### src/rtl/display_scan.sv
// Four-digit multiplexed display scanner: prescaled digit slots with a blanking guard,
// double-buffered value (shadow -> active at frame boundary), blank and leading-zero suppression.
module display_scan #(
  parameter int DIVIDE = 50000,
  parameter int GUARD  = 2
) (
  input  logic        clock,
  input  logic        reset,
  input  logic [15:0] value,
  input  logic        load,
  input  logic [3:0]  blank,
  input  logic        lz_en,
  output logic [3:0]  address,
  output logic [3:0]  digit_n,
  output logic        frame_start
);

  localparam int PW = (DIVIDE > 1) ? $clog2(DIVIDE) : 1;
  localparam logic [PW-1:0] LAST    = PW'(DIVIDE - 1);
  localparam logic [PW-1:0] GUARD_P = PW'(GUARD);

  logic [PW-1:0] r_pcount;
  logic [1:0]    r_idx;
  logic [15:0]   r_shadow;
  logic [15:0]   r_active;
  logic [3:0]    r_address;
  logic          r_frame_start;
  logic          r_running;

  logic          w_slot_end;
  logic [PW-1:0] w_pcount_next;
  logic [1:0]    w_idx_next;
  logic [15:0]   w_active_next;
  logic [3:0]    w_lz_sup;
  logic [3:0]    w_suppress;

  // r_running holds the scan at pcount 0 / digit 0 for the first edge after reset,
  // so that edge opens a fresh digit-0 slot with frame_start high.
  always_comb begin
    // NOTE: every signal gets a default first, so no path through this block can infer a latch.
    w_slot_end    = r_running && (r_pcount == LAST);
    w_pcount_next = r_pcount;
    w_idx_next    = r_idx;
    w_active_next = r_active;
    if (r_running) begin
      w_pcount_next = w_slot_end ? '0 : r_pcount + 1'b1;
      if (w_slot_end) begin
        w_idx_next = r_idx + 1'b1;
        if (r_idx == 2'd3) w_active_next = r_shadow;
      end
    end
  end

  always_ff @(posedge clock or posedge reset) begin
    if (reset) begin
      r_pcount      <= '0;
      r_idx         <= '0;
      r_shadow      <= '0;
      r_active      <= '0;
      r_address     <= '0;
      r_frame_start <= 1'b0;
      r_running     <= 1'b0;
    end else begin
      // NOTE: non-blocking updates mean a load on the frame-boundary edge writes r_shadow
      // while r_active still takes the old shadow; the new value waits for the next boundary.
      r_running     <= 1'b1;
      r_pcount      <= w_pcount_next;
      r_idx         <= w_idx_next;
      r_active      <= w_active_next;
      if (load) r_shadow <= value;
      r_address     <= w_active_next[{w_idx_next, 2'b00} +: 4];
      r_frame_start <= (w_idx_next == 2'd0) && (w_pcount_next == '0);
    end
  end

  // Digit k is a leading zero when nibbles k..3 are all zero; digit 0 always shows.
  always_comb begin
    w_lz_sup    = 4'b0000;
    w_lz_sup[3] = lz_en && (r_active[15:12] == 4'h0);
    w_lz_sup[2] = lz_en && (r_active[15:8]  == 8'h00);
    w_lz_sup[1] = lz_en && (r_active[15:4]  == 12'h000);
    w_suppress  = blank | w_lz_sup;
    digit_n     = 4'b1111;
    if ((r_pcount >= GUARD_P) && !w_suppress[r_idx]) digit_n[r_idx] = 1'b0;
  end

  assign address     = r_address;
  assign frame_start = r_frame_start;

endmodule

### config.mk
export PLATFORM = sky130hd
export DESIGN_NAME = display_scan
export DESIGN_NICKNAME = d
export VERILOG_FILES = /design/src/rtl/display_scan.sv
export SDC_FILE = /design/constraint.sdc
export NUM_CORES = 1
export LEC_CHECK = 0
export BUFFER_PORTS_ARGS = -buffer_cell sky130_fd_sc_hd__buf_2
export CAP_MARGIN = 20
export CORE_UTILIZATION = 50
export CTS_BUF_LIST = sky130_fd_sc_hd__clkbuf_2 sky130_fd_sc_hd__clkbuf_4 sky130_fd_sc_hd__clkbuf_8
export DETAILED_ROUTE_END_ITERATION = 12
export PLACE_DENSITY = 0.82
export SLEW_MARGIN = 20
export SYNTH_ARGS = -nofsm -noshare
export SYNTH_HDL_FRONTEND = slang
export SYNTH_SLANG_ARGS = --single-unit
### constraint.sdc
create_clock -name clock -period 2.2 [get_ports clock]
set_clock_uncertainty 0.15 [all_clocks]
set_input_delay 0.11 -clock clock [delete_from_list [all_inputs] [get_ports clock]]
set_output_delay 0.11 -clock clock [all_outputs]
set_load 0.05 [all_outputs]
==> metrics.md <==
| Metric | Value |
|---|---|
| Num rows | 26 |
| DR pass1 iterations | 4 |
| Slowest CP cell | dfrtp_1 |
| Layout cells sized above 1 | 47.8% |
| Core ar. | 0.00517 mm2 |
| Syn. warnings | 0 |
| Synth cell types | 43 |
| CP Max Fanout | 4 |
| Die area | 0.00576 mm2 |
| Detail Placement HPWL | 4250 um |
| Max-slew violations | 0 |
| H-tree depth | 2 |
| Failing checks | negative setup slack |
| Final Cycle Share | 111% |
| Final #Nets | 330 |
| Sequential-to-total area share from yosys stat | 51.3% |
| Clock Path Buffers | 2 |
| Worst path max stage delay | 0.43 ns |
| Chip Width | 75.9 um |
| Area Growth Syn to Fin | 34.8% |
| Pin count of the biggest net entering global routing | 57 |
| Starting Density | 52.8% |
| Clock-pin transition on the worst setup and hold timing paths | 0.10 ns |
| Antenna violations before repair | 0 |
| Gate count of the mapped netlist | 216 |
| Max-Cap Viols | 0 |
| Iter 0 DRT Violations | 191 |
| Slew headroom | 53.1% |
| GRT Total Usage | 22.3% |
| Crit. End Element | flip-flop |
| P per Cell Area | 643 mW/mm2 |
| Mapped cell area | 0.00273 mm2 |
| CP cell instances | nor4_4 -> nand4_4 -> nor2_8 -> buf_4 -> buf_4 -> mux2i_1 -> buf_4 -> inv_1 -> mux4_2 |
| TritonCTS clock tree | yes |
| Hold path depth | 2 |
| Wire length per cell | 18.1 um |
| Worst Hold Class | in2reg |
| GR Overflow Total | 0 |
| Final core occ | 71.2% |
| TNS Setup | -1.12 ns |
| Syn_area_per_cell | 12.7 um2 |
| Actual slew at the worst max-slew pin | 0.703 ns |
| Hold Path Sink | r_shadow[4] |
| Port bufs | 32 |
| Setup ws final | -0.249 ns |
| Clock sinks | 56 |
| Die H | 75.9 um |
| Via count | 2074 |
| Nature of the critical path startpoint | flip-flop |
| Setup Viol. Count Final | 9 |
| Required time of the worst setup path | 2.23 ns |
| Min-Delay Startpoint | load |
| Fin. Hold Viols | 0 |
| # diodes | 0 |
| Final RePlAce weighted congestion | 0.910 |
| Remaining DRCs | 0 |
| Ports | 33 |
| Outcome | finished with violations |
| CP arrival | 2.48 ns |
| Total CTS buffers | 5 |
| Via count of the first global-routing pass | 2033 |
| Worst-Skew Late Latency | 0.30 ns |
| Post-layout min period | 2.45 ns |
| Lkg Pwr | 1.83 nW |
| First-pass GRT wire length | 10100 um |
| Routed WL | 6700 um |
| RSZ-0062 raised after global routing | yes |
| Critical path class | reg2reg |
| Flop-to-flop setup slack | -0.25 ns |
| Worst r2r dst | address[0] |
| Antenna-violating nets left | 0 |
| Worst r2r src | r_pcount[11] |
| FF-to-FF path depth | 9 |
| CTS root buf | clkbuf_8 |
| CP most frequent cell | buf_4 |
| Worst IR Drop VDD | 0.299 mV |
| #FFs+latches synth | 56 |
| Maximum clock rate | 0.408 GHz |
| Mapped Nets | 246 |
| Via density | 5.59 |
==> synth_stat cells, drive strengths merged <==
cell / number / area, um2
dfrtp: 56 / 1400
mux2: 32 / 398
nand2: 15 / 63.8
nor2: 14 / 68.8
nor4: 12 / 90.1
nand4: 9 / 86.3
xor2: 8 / 70.1
inv: 7 / 26.3
buf: 6 / 45.0
ha: 6 / 75.1
nand3: 6 / 30.0
xnor2: 5 / 43.8
clkbuf: 4 / 15.0
mux4: 4 / 97.6
nor3: 3 / 20.0
o21ai: 3 / 15.0
or2: 3 / 18.8
a211oi: 2 / 15.0
a21oi: 2 / 10.0
mux2i: 2 / 20.0
o22ai: 2 / 12.5
or3: 2 / 12.5
or4: 2 / 15.0
a2111oi: 1 / 8.76
a21boi: 1 / 7.51
a21o: 1 / 7.51
a311oi: 1 / 8.76
a41oi: 1 / 8.76
and2b: 1 / 8.76
and3: 1 / 6.26
and4: 1 / 8.76
clkinv: 1 / 3.75
conb: 1 / 3.75
o211a: 1 / 10.0
==> stage by stage <==
stage,instance area [um2],total power (W),setup WS [ns],cells,hold slack [ns]
after CTS,3560,0.00232,-0.156,368,0.171
after floorplan,2730,0.00149,-0.224,216,0.112
after global placement,3180,0.00170,-0.323,343,0.188
final,3680,0.00237,-0.249,371,0.172
after global routing,3680,0.00249,-0.312,371,0.193
after detailed placement,3180,0.00171,-0.312,343,0.193
==> routing by layer <==
layer	up-vias	part of all wire, %	track usage (%)
met2	76	49	34.3
met4	0	2.3	7.12
li1	939	-	-
met1	1042	43	32.6
met3	17	5.6	3.49
met5	-	0	0
==> cell usage in the layout, fill, tap and decap left out, types with 7 or more instances in the layout <==
cell           count
buf_2             28
buf_4             35
buf_6              7
dfrtp_1           56
dlygate4sd3_1     17
mux2_2            22
mux2_4            10
nand2_1           14
nand4_1            7
nor2_1            13
nor4_4             7
xor2_1             8
==> cell type report <==
type,count,area (um2)
Fill cell,336,1490
Multi-Input combinational cell,142,1420
Sequential cell,56,1400
Timing Repair Buffer,87,652
Tap cell,70,87.6
Clock buffer,6,76.3
Inverter,8,31.3
Clock inverter,2,13.8
==> state kept, by name, indices dropped and copies added, names as in the netlist <==
| signal | flops |
|---|---|
| r_active | 16 |
| r_pcount | 16 |
| address | 4 |
| r_running | 1 |
| r_idx | 2 |
| r_shadow | 16 |
| frame_start | 1 |
==> worst max-delay path by stage <==
stage             endpoint    startpoint  cells past startpoint  slack [ns]
6_report        address[0]  r_pcount[11]                      9       -0.25
5_1_grt         address[0]  r_pcount[11]                      9       -0.31
4_1_cts         digit_n[0]   r_pcount[0]                      9       -0.16
3_5_place_dp   frame_start   r_pcount[0]                      6       -0.31
3_3_place_gp   frame_start   r_pcount[1]                      6       -0.32
2_1_floorplan   address[1]  r_pcount[11]                      7       -0.22
==> power by group <==
part	internal [W]	total, W	switching [W]	leakage [nW]
Clock	0.000240	0.000558	0.000318	0.0490
Sequential	0.00111	0.00118	0.0000691	0.733
Combinational	0.000300	0.000634	0.000334	1.04
==> cells by family (layout without fill, tap and decap cells) <==
group / count (synthesis) / in the layout / share of synthesized area (%)
buffers and inverters: 18 / 103 / 3.30
multiplexers: 38 / 38 / 18.9
other: 1 / 1 / 0.137
AO/OA/AOI/OAI: 15 / 15 / 3.80
AND/OR/NAND/NOR: 69 / 69 / 15.7
XOR/XNOR: 13 / 13 / 4.17
flip-flops: 56 / 56 / 51.3
adder cells (fa/ha/maj): 6 / 6 / 2.75
==> critical path: cells and delay by family (launching register included) <==
| family | cells | cell delay, ns |
|---|---|---|
| mux | 2 | 0.49 |
| buf+inv | 4 | 0.50 |
| flops | 1 | 0.43 |
| simple gates | 3 | 0.76 |
==> what timing repair did <==
action,4_1_cts,5_1_grt
endpoints found under the setup margin,9,9
buffers inserted,0,3
gates resized for setup,27,17
hold buffers,17,0
endpoints found under the hold margin,72,0
gates cloned,0,0
pin swaps,13,7
(Power assumes the default switching activity.)
